[src/rtl/jtframe_ram_nslot_arb_if.sv]
// Bundle of the slot-side request bus and the SDRAM controller handshake.
// The arbiter connects through 'master'; requesters and the controller model use 'slave'.
interface jtframe_ram_nslot_arb_if #(
    parameter int SDRAMW = 22,
    parameter int NSLOT  = 5
);
    logic [NSLOT-1:0]        slot_req;
    logic [NSLOT-1:0]        slot_rnw;
    logic [NSLOT*SDRAMW-1:0] slot_addr;
    logic [NSLOT*16-1:0]     slot_din;
    logic [NSLOT*2-1:0]      slot_wrmask;
    logic [NSLOT-1:0]        slot_sel;
    logic                    sdram_ack;
    logic                    data_rdy;
    logic                    sdram_rd;
    logic                    sdram_wr;
    logic [SDRAMW-1:0]       sdram_addr;
    logic [15:0]             data_write;
    logic [1:0]              sdram_wrmask;
    logic                    busy;
    logic                    tout_err;

    modport master (
        input  slot_req, slot_rnw, slot_addr, slot_din, slot_wrmask, sdram_ack, data_rdy,
        output slot_sel, sdram_rd, sdram_wr, sdram_addr, data_write, sdram_wrmask, busy, tout_err
    );

    modport slave (
        output slot_req, slot_rnw, slot_addr, slot_din, slot_wrmask, sdram_ack, data_rdy,
        input  slot_sel, sdram_rd, sdram_wr, sdram_addr, data_write, sdram_wrmask, busy, tout_err
    );
endinterface

[src/rtl/jtframe_ram_nslot_arb.sv]
// N-slot SDRAM arbiter: fixed or round-robin priority with starvation aging,
// back-to-back re-grant on completion and a data-return watchdog.
module jtframe_ram_nslot_arb #(
    parameter int SDRAMW  = 22,
    parameter int NSLOT   = 5,
    parameter int WRMASK  = 1,
    parameter int RR      = 0,
    parameter int MAXWAIT = 0,
    parameter int TOUT    = 255
) (
    input  logic                      clk,
    input  logic                      rst,
    jtframe_ram_nslot_arb_if.master   bus
);
    localparam int IW = $clog2(NSLOT);
    localparam int AW = (MAXWAIT > 0) ? $clog2(MAXWAIT + 1) : 1;
    localparam int TW = ($clog2(TOUT + 1) > 8) ? $clog2(TOUT + 1) : 8;
    localparam logic [15:0]   WRM     = 16'(WRMASK);
    localparam logic [AW-1:0] AGE_MAX = AW'(MAXWAIT);
    localparam logic [TW-1:0] WD_LAST = TW'((TOUT > 0) ? TOUT - 1 : 0);

    typedef enum logic [1:0] {S_IDLE, S_REQ, S_WAIT} state_t;

    state_t            state_q, state_d;
    logic [NSLOT-1:0]  sel_q, sel_d;
    logic              rd_q, rd_d, wr_q, wr_d, tout_q, tout_d;
    logic [SDRAMW-1:0] addr_q, addr_d;
    logic [15:0]       dout_q, dout_d;
    logic [1:0]        mask_q, mask_d;
    logic [IW-1:0]     last_q, last_d;
    logic [TW-1:0]     wd_q, wd_d;
    logic [AW-1:0]     age_q [NSLOT];
    logic [AW-1:0]     age_d [NSLOT];

    logic [SDRAMW-1:0] addr_a [NSLOT];
    logic [15:0]       din_a  [NSLOT];
    logic [1:0]        mask_a [NSLOT];

    for (genvar gi = 0; gi < NSLOT; gi++) begin : g_slot
        assign addr_a[gi] = bus.slot_addr[gi*SDRAMW +: SDRAMW];
        assign din_a[gi]  = bus.slot_din[gi*16 +: 16];
        assign mask_a[gi] = bus.slot_wrmask[gi*2 +: 2];
    end

    // The slot being served still holds slot_sel, so it never competes for its own re-grant.
    logic [NSLOT-1:0] active;
    assign active = bus.slot_req & ~sel_q;

    logic          win_found;
    logic [IW-1:0] win_idx;
    logic          win_rd;

    always_comb begin
        int j;
        j         = 0;
        win_found = 1'b0;
        win_idx   = '0;
        if (MAXWAIT > 0) begin
            for (int i = 0; i < NSLOT; i++) begin
                if (!win_found && active[i] && age_q[i] == AGE_MAX) begin
                    win_found = 1'b1;
                    win_idx   = IW'(i);
                end
            end
        end
        if (!win_found) begin
            if (RR == 0) begin
                for (int i = 0; i < NSLOT; i++) begin
                    if (!win_found && active[i]) begin
                        win_found = 1'b1;
                        win_idx   = IW'(i);
                    end
                end
            end else begin
                for (int k = 1; k <= NSLOT; k++) begin
                    j = int'(last_q) + k;
                    if (j >= NSLOT) j = j - NSLOT;
                    if (!win_found && active[j]) begin
                        win_found = 1'b1;
                        win_idx   = IW'(j);
                    end
                end
            end
        end
        // Slots without write permission are always issued as reads.
        win_rd = bus.slot_rnw[win_idx] | ~WRM[win_idx];
    end

    always_comb begin
        logic grant;
        grant   = 1'b0;
        state_d = state_q;
        sel_d   = sel_q;
        rd_d    = rd_q;
        wr_d    = wr_q;
        addr_d  = addr_q;
        dout_d  = dout_q;
        mask_d  = mask_q;
        last_d  = last_q;
        wd_d    = wd_q;
        tout_d  = 1'b0;
        age_d   = age_q;

        case (state_q)
            S_IDLE: grant = |active;
            S_REQ: begin
                if (bus.sdram_ack) begin
                    rd_d = 1'b0;
                    wr_d = 1'b0;
                    if (bus.data_rdy) begin
                        sel_d = '0;
                        if (|active) grant = 1'b1;
                        else         state_d = S_IDLE;
                    end else begin
                        state_d = S_WAIT;
                        wd_d    = '0;
                    end
                end
            end
            S_WAIT: begin
                if (bus.data_rdy) begin
                    sel_d = '0;
                    if (|active) grant = 1'b1;
                    else         state_d = S_IDLE;
                end else if (TOUT > 0) begin
                    if (wd_q == WD_LAST) begin
                        tout_d  = 1'b1;
                        sel_d   = '0;
                        state_d = S_IDLE;
                    end else begin
                        wd_d = wd_q + 1'b1;
                    end
                end
            end
            default: state_d = S_IDLE;
        endcase

        if (grant) begin
            state_d = S_REQ;
            sel_d   = NSLOT'(1) << win_idx;
            addr_d  = addr_a[win_idx];
            dout_d  = din_a[win_idx];
            rd_d    = win_rd;
            wr_d    = ~win_rd;
            mask_d  = win_rd ? 2'b11 : mask_a[win_idx];
            if (RR != 0) last_d = win_idx;
            if (MAXWAIT > 0) begin
                for (int i = 0; i < NSLOT; i++) begin
                    if (IW'(i) == win_idx)                   age_d[i] = '0;
                    else if (active[i] && age_q[i] < AGE_MAX) age_d[i] = age_q[i] + 1'b1;
                end
            end
        end

        if (MAXWAIT > 0) begin
            for (int i = 0; i < NSLOT; i++) begin
                if (!bus.slot_req[i]) age_d[i] = '0;
            end
        end
    end

    always_ff @(posedge clk) begin
        if (rst) begin
            state_q <= S_IDLE;
            sel_q   <= '0;
            rd_q    <= 1'b0;
            wr_q    <= 1'b0;
            addr_q  <= '0;
            dout_q  <= '0;
            mask_q  <= 2'b11;
            tout_q  <= 1'b0;
            last_q  <= IW'(NSLOT - 1);
            wd_q    <= '0;
            for (int i = 0; i < NSLOT; i++) age_q[i] <= '0;
        end else begin
            state_q <= state_d;
            sel_q   <= sel_d;
            rd_q    <= rd_d;
            wr_q    <= wr_d;
            addr_q  <= addr_d;
            dout_q  <= dout_d;
            mask_q  <= mask_d;
            tout_q  <= tout_d;
            last_q  <= last_d;
            wd_q    <= wd_d;
            age_q   <= age_d;
        end
    end

    assign bus.slot_sel     = sel_q;
    assign bus.sdram_rd     = rd_q;
    assign bus.sdram_wr     = wr_q;
    assign bus.sdram_addr   = addr_q;
    assign bus.data_write   = dout_q;
    assign bus.sdram_wrmask = mask_q;
    assign bus.busy         = (state_q != S_IDLE);
    assign bus.tout_err     = tout_q;
endmodule

[src/flat_wrapper.sv]
// flat-port wrapper written by rule: the top's interface ports become plain ports
module jtframe_ram_nslot_arb_flat 
#(
    parameter int SDRAMW  = 22,
    parameter int NSLOT   = 5,
    parameter int WRMASK  = 1,
    parameter int RR      = 0,
    parameter int MAXWAIT = 0,
    parameter int TOUT    = 255
)
  (clk, rst, bus_slot_req, bus_slot_rnw, bus_slot_addr, bus_slot_din, bus_slot_wrmask, bus_sdram_ack, bus_data_rdy, bus_slot_sel, bus_sdram_rd, bus_sdram_wr, bus_sdram_addr, bus_data_write, bus_sdram_wrmask, bus_busy, bus_tout_err);
  jtframe_ram_nslot_arb_if #(.SDRAMW(SDRAMW), .NSLOT(NSLOT)) bus_i ();
  input  logic clk;
  input  logic rst;
  input wire logic [$bits(bus_i.slot_req)-1:0] bus_slot_req;
  input wire logic [$bits(bus_i.slot_rnw)-1:0] bus_slot_rnw;
  input wire logic [$bits(bus_i.slot_addr)-1:0] bus_slot_addr;
  input wire logic [$bits(bus_i.slot_din)-1:0] bus_slot_din;
  input wire logic [$bits(bus_i.slot_wrmask)-1:0] bus_slot_wrmask;
  input wire logic [$bits(bus_i.sdram_ack)-1:0] bus_sdram_ack;
  input wire logic [$bits(bus_i.data_rdy)-1:0] bus_data_rdy;
  output wire logic [$bits(bus_i.slot_sel)-1:0] bus_slot_sel;
  output wire logic [$bits(bus_i.sdram_rd)-1:0] bus_sdram_rd;
  output wire logic [$bits(bus_i.sdram_wr)-1:0] bus_sdram_wr;
  output wire logic [$bits(bus_i.sdram_addr)-1:0] bus_sdram_addr;
  output wire logic [$bits(bus_i.data_write)-1:0] bus_data_write;
  output wire logic [$bits(bus_i.sdram_wrmask)-1:0] bus_sdram_wrmask;
  output wire logic [$bits(bus_i.busy)-1:0] bus_busy;
  output wire logic [$bits(bus_i.tout_err)-1:0] bus_tout_err;
  assign bus_i.slot_req = bus_slot_req;
  assign bus_i.slot_rnw = bus_slot_rnw;
  assign bus_i.slot_addr = bus_slot_addr;
  assign bus_i.slot_din = bus_slot_din;
  assign bus_i.slot_wrmask = bus_slot_wrmask;
  assign bus_i.sdram_ack = bus_sdram_ack;
  assign bus_i.data_rdy = bus_data_rdy;
  assign bus_slot_sel = bus_i.slot_sel;
  assign bus_sdram_rd = bus_i.sdram_rd;
  assign bus_sdram_wr = bus_i.sdram_wr;
  assign bus_sdram_addr = bus_i.sdram_addr;
  assign bus_data_write = bus_i.data_write;
  assign bus_sdram_wrmask = bus_i.sdram_wrmask;
  assign bus_busy = bus_i.busy;
  assign bus_tout_err = bus_i.tout_err;
  jtframe_ram_nslot_arb #(.SDRAMW(SDRAMW), .NSLOT(NSLOT), .WRMASK(WRMASK), .RR(RR), .MAXWAIT(MAXWAIT), .TOUT(TOUT)) u_core (.clk(clk), .rst(rst), .bus(bus_i));
endmodule
[config.mk]
export PLATFORM = sky130hd
export DESIGN_NAME = jtframe_ram_nslot_arb_flat
export DESIGN_NICKNAME = d
export VERILOG_FILES = /design/src/rtl/jtframe_ram_nslot_arb_if.sv /design/src/rtl/jtframe_ram_nslot_arb.sv /design/src/flat_wrapper.sv
export SDC_FILE = /design/constraint.sdc
export NUM_CORES = 1
export LEC_CHECK = 0
export CORE_ASPECT_RATIO = 1.2
export CORE_MARGIN = 2
export CORE_UTILIZATION = 32
export CTS_CLUSTER_DIAMETER = 150
export DETAILED_ROUTE_END_ITERATION = 7
export PLACE_DENSITY_LB_ADDON = 0.15
export SLEW_MARGIN = 10
export SYNTH_ARGS = -nofsm -noshare
export SYNTH_HDL_FRONTEND = slang
export SYNTH_SLANG_ARGS = --single-unit
[constraint.sdc]
create_clock -name clk -period 1.7 [get_ports clk]
set_input_delay 0.255 -clock clk [delete_from_list [all_inputs] [get_ports clk]]
set_output_delay 0.255 -clock clk [all_outputs]
set_load 0.02 [all_outputs]
* Word-level counts from Yosys, hierarchy flattened *
Memories as Yosys holds them, arrays and structs flattened.
Cells that the tools add are included.
Widths: inputs -> output; s select.

storage, ports and cells
  register bits after elaboration = 58
  memory bits (read-only) = 8
  input port bits = 214
  output and inout port bits = 49
  logic and storage cells = 106
  memories = 1

cells by class
  add/subtract/negate cells = 1
  $lt $le $gt $ge = 3
  eq/ne operators = 12
  shift operators = 1
  mux-type cells = 48
  bitwise logic cells = 8
  reductions and logical operators = 22

memories
  memory           depth  width  rd ports  clocked after memory_dff  write ports  RTL line                     text
  (no name shown)  8      1      1         0                         0            jtframe_ram_nslot_arb.sv:86  win_rd = bus.slot_rnw[win_idx] | ~WRM[win_idx];

operator list
  operator             count
  $bmux 22 s3          1
  $bmux 16 s3          1
  $mux 22              2
  $mux 16              2
  $mux 8               4
  $mux 5               5
  $mux 1               16
  $mux 2               8
  $pmux 8 s2           1
  $pmux 5 s2           1
  $mux 3               3
  $ne 3x2->1 const B   3
  $add 8x1->8 const B  1
  $eq 8x8->1 const B   1
  $ne 2x2->1 const B   4
  $reduce_bool 2->1    4
  $bmux 2 s3           1
  $pmux 2 s3           1
  $reduce_and 3->1     2
  $and 5x5->5          1
  $lt 3x5->1 const B   1
  $not 5->5            1
  $reduce_and 5->1     1
  $reduce_or 5->1      1
  other kinds (20)     29

* Longest topological paths before layout *
  word-level depth = 21
  depth in mapped cells = 9
  gate-level depth less buffers = 7

* Worst setup path after synthesis *
Ideal clock, no wire load.

  path type = flip-flop to flip-flop
  from = register u_core.state_q[0]
  to = register u_core.addr_q[11], in the netlist u_core.bus.sdram_addr[11]
  setup time = 124 ps
  arrival = 1,739 ps
  data required time = 1,576 ps
  path slack = -163 ps
  cell stages (with the launch flop) = 10
  path buffers = 2
  period minus slack after synthesis = 1,863 ps
  path through = dfxtp_1 -> inv_1 -> ha_1 -> inv_1 -> a221oi_4 -> o22ai_2 -> buf_4 -> buf_6 -> nand2_2 -> o31ai_2

on the way
  cells in the longest elaborated chain, start to end = 2
  elaborated cells on any way between the ends = 4
  those cells by class = 2 x eq/ne; 1 x mux; 1 x reduce/logical

RTL lines
  what                                      RTL line                      text
  from (decl)                               jtframe_ram_nslot_arb.sv:24   state_t state_q, state_d;
  from (signal assigned)                    jtframe_ram_nslot_arb.sv:176  state_q <= state_d;
  $eq 2x2->1, or another cell as far along  jtframe_ram_nslot_arb.sv:104  case (state_q)
  $pmux 1 s3 (*)                            jtframe_ram_nslot_arb.sv:104
  to (signal assigned)                      jtframe_ram_nslot_arb.sv:180  addr_q <= addr_d;
  to (decl)                                 jtframe_ram_nslot_arb.sv:27   logic [SDRAMW-1:0] addr_q, addr_d;

Every way passes the cells marked *; elsewhere a longest branch is shown, timed or not.
A chain may end at the register's enable or synchronous reset.

* Worst setup path in the final report *
  from = register u_core.state_q[0]
  to = register u_core.dout_q[3], in the netlist u_core.bus.data_write[3]

on the way
  cells in the longest elaborated chain, start to end = 2
  elaborated cells on any way between the ends = 4
  those cells by class = 2 x eq/ne; 1 x mux; 1 x reduce/logical

RTL lines
  what                                      RTL line                      text
  $eq 2x2->1, or another cell as far along  jtframe_ram_nslot_arb.sv:104
  $pmux 1 s3 (*)                            jtframe_ram_nslot_arb.sv:104
  to (signal assigned)                      jtframe_ram_nslot_arb.sv:181  dout_q <= dout_d;
  to (decl)                                 jtframe_ram_nslot_arb.sv:28   logic [15:0] dout_q, dout_d;

Marks and branches as above.

==> reports/results.ini <==
[clock_network]
cts_buffers = 9
clk_latency_ns = 0.34
cts_max_level = 3
cts_root_buf = clkbuf_16
clk_path_buf_depth = 2
cts.sinks = 58
ctsHoldBuffers = 0
cts_tree = yes
clk_pin_slew_ns = 0.05

[synthesis]
synthArstFlopShare_pct = 0
syn_area_per_cell_um2 = 8.74
yosysWarnings = 0
syn_area_mm2 = 0.00378
syn-num-nets = 653
synth_ff_type = dfxtp_1
ys_seq_area_share_pct = 30.7
synthCells = 433
synth_edf_count = 0
synth_cell_types = 44
synth_xor_area_share_pct = 1.62
synthMuxAreaShare_pct = 10.1
synth_top_family_by_area = compound AO/OA/AOI/OAI gates
synth-simple-area-share_pct = 12.9
synth_seq_cells = 58
synthAdderAreaFrac_pct = 1.98
synth_compound_area_share_pct = 36.1

[critical_path]
timing.critical_path.to_type = register
crit_path_frequent_cell = inv_4
cp.required_ns = 1.94
max_stage_delay_ns = 0.37
crit_arrival_ns = 1.96
worstSetupStartpointType = register
cp_max_fo = 18
critPathSlowestCell = dfxtp_4
crit_type = reg2reg
critical_path.cell_chain = inv_4 -> ha_4 -> inv_4 -> a221oi_4 -> buf_6 -> nand2_8 -> buf_12 -> o31ai_1

[finish]
drive_above_1_share_pct = 20.5
fin_area_mm2 = 0.00758
area_delta_synth_final_pct = 100
layout.nets = 931
seq_area_mm2 = 0.00117
fillers = 962
fin_cells = 873
n_antenna_cell = 0
multi_input_area_mm2 = 0.00271

[place]
io_buffers = 254
dp_cells = 849
dp_hpwl_um = 12500
post_dp_cell_area_mm2 = 0.00689
place_congestion = 0.898

[route]
routed_wl_um = 17000
met1_length_um = 6120
drc = 0
met2RoutedLength_um = 8980
via_per_inst = 5.46
drtIter0Drc = 181
vias = 4768
first_pass_iters = 4
wl_met3_um = 1090
drt.antenna.violating_nets = 0
highest_layer = met4
drt-wirelength-per-cell_um = 19.5

[floorplanning]
num_rows = 43
ios = 263
die_area_mm2 = 0.0127
core_mm2 = 0.0116
start_util_pct = 32.7
fp.dieH_um = 123
die_w_um = 103

[timing]
hold_viol = 0
fin_crit_sh_pct = 101
min_period_ns = 1.72
skew_ns = 0.00580
slew_viol_final = 0
setup_slack_ns = -0.0151
setup_tns_ns = -0.0311
final-setup-viol-count = 3
fmax_mhz = 583
rsz0062_at_grt = yes
fin_hold_ws_ns = 0.449
maxSlewHeadroom_pct = 59.9
worst_pin_slew_ns = 0.600

[global_route]
grt_pass1_vias = 4996
antenna_found_initial = 0
grt_max_degree = 35
grt_pass1_wl_um = 25000
grt_overflow = 0
track_usage_pct = 26.0

[power]
fin_total_pwr_uw = 8460
p_leak_uw = 0.00290
power_density_mw_per_mm2 = 1120
ir_drop_mv = 0.502

[min_path]
hold_class = reg2reg

[run_status]
status = complete, but fails checks
violations = setup timing

[flow_run]
cap_viol_max_count = 0

flip-flops by register name (all words and copies together) (netlist names):
register                 flops
u_core.bus.data_write       16
u_core.bus.sdram_addr       22
u_core.bus.sdram_rd          1
u_core.bus.sdram_wr          1
u_core.bus.sdram_wrmask      2
u_core.bus.slot_sel          5
u_core.bus.tout_err          1
u_core.state_q               2
u_core.wd_q                  8
cell families after synthesis:
| family | after synthesis |
|---|---|
| compound gates | 175 |
| simple gates | 97 |
| flops | 58 |
| buf+inv | 52 |
| mux | 38 |
| xor+xnor | 7 |
| fa+ha+maj | 6 |
synthesized netlist by cell type, types with 2 or more instances:
cell	count	area [µm²]
a21oi_1	41	205
a221oi_1	39	342
a222oi_1	2	20.0
a22o_1	2	17.5
a2bb2oi_1	3	26.3
and2_1	4	25.0
and3_1	2	12.5
and4_1	2	17.5
buf_2	13	65.1
buf_4	6	45.0
buf_6	2	22.5
clkbuf_1	24	90.1
dfxtp_1	58	1160
ha_1	6	75.1
inv_1	6	22.5
mux2i_1	38	380
nand2_1	39	146
nand2_2	12	75.1
nand2b_1	5	31.3
nand3_1	7	35.0
nand4_1	7	43.8
nor2_1	10	37.5
nor2_2	2	12.5
nor2b_1	3	18.8
o22ai_1	2	12.5
o2bb2ai_1	38	333
o31ai_1	37	278
o31ai_2	2	25.0
xor2_1	6	52.6
where the power goes:
group	internal, µW	switching (µW)
clock	1310	670
combinational	2320	2180
sequential	1740	243
stage by stage:
stage                     util (%)  setup slack [ns]
after global placement        59.6            -0.541
after global routing          65.5           -0.0945
after detailed placement      59.6            -0.604
after floorplan                  -           -0.0340
after CTS                     63.9           -0.0144
final                         65.5           -0.0151
layout make-up:
cell class / count / area share [%]
Tap cell: 157 / 2.59
Clock buffer: 10 / 3.15
Timing Repair Buffer: 310 / 41.6
Multi-Input combinational cell: 325 / 35.7
Inverter: 7 / 0.446
Sequential cell: 58 / 15.4
Clock inverter: 6 / 1.06
layout by cell type, fill, tap and decap left out, types with 3 or more instances in the layout:
cell and n:
a21oi_1 39, a221oi_1 26, a221oi_2 13, a2bb2oi_1 3, and2_1 3, buf_12 11, buf_4 37, buf_6 5
clkbuf_16 9, clkdlybuf4s50_1 251, clkinv_2 4, dfxtp_1 55, ha_1 3, ha_4 3, inv_1 3, inv_4 3
mux2i_1 38, nand2_1 37, nand2_2 13, nand2b_4 3, nand3_1 6, nand4_1 7, nor2_1 10, nor2b_4 4
o2bb2ai_1 38, o31ai_1 23, o31ai_2 14, xor2_1 6
metal layers:
layer,up-vias,global-route usage [%]
met5,-,0
met3,56,5.37
met1,2242,28.1
met2,214,46.3
li1,2256,-
met4,0,14.8
critical path: cells and delay by family (launching register included):
family	cells	cell delay [ns]
AOI/OAI and AO/OA	2	0.55
adders and majority gates	1	0.16
buffers and inverters	4	0.45
DFF	1	0.37
and+or+nand+nor	1	0.08
path summary, 6_finish.rpt:
path	from	end	slack, ns	depth (start not counted)
max	u_core.state_q[0]$_SDFFE_PP0P_	u_core.bus.data_write[3]$_SDFFE_PP0P_	-0.02	8
min	u_core.bus.sdram_addr[3]$_SDFFE_PP0P_	u_core.bus.sdram_addr[3]$_SDFFE_PP0P_	0.45	2
max reg2reg	u_core.state_q[0]$_SDFFE_PP0P_	u_core.bus.data_write[3]$_SDFFE_PP0P_	-0.02	8
min reg2reg	u_core.bus.sdram_addr[3]$_SDFFE_PP0P_	u_core.bus.sdram_addr[3]$_SDFFE_PP0P_	0.45	2
timing repair:
action | 4_1_cts | 5_1_grt
cloned | 3 | 0
buffers inserted | 2 | 3
endpoints found under the setup margin | 49 | 57
resized for setup | 31 | 33
pin swaps | 2 | 3
Note: power is estimated with default switching activity, not from simulation.
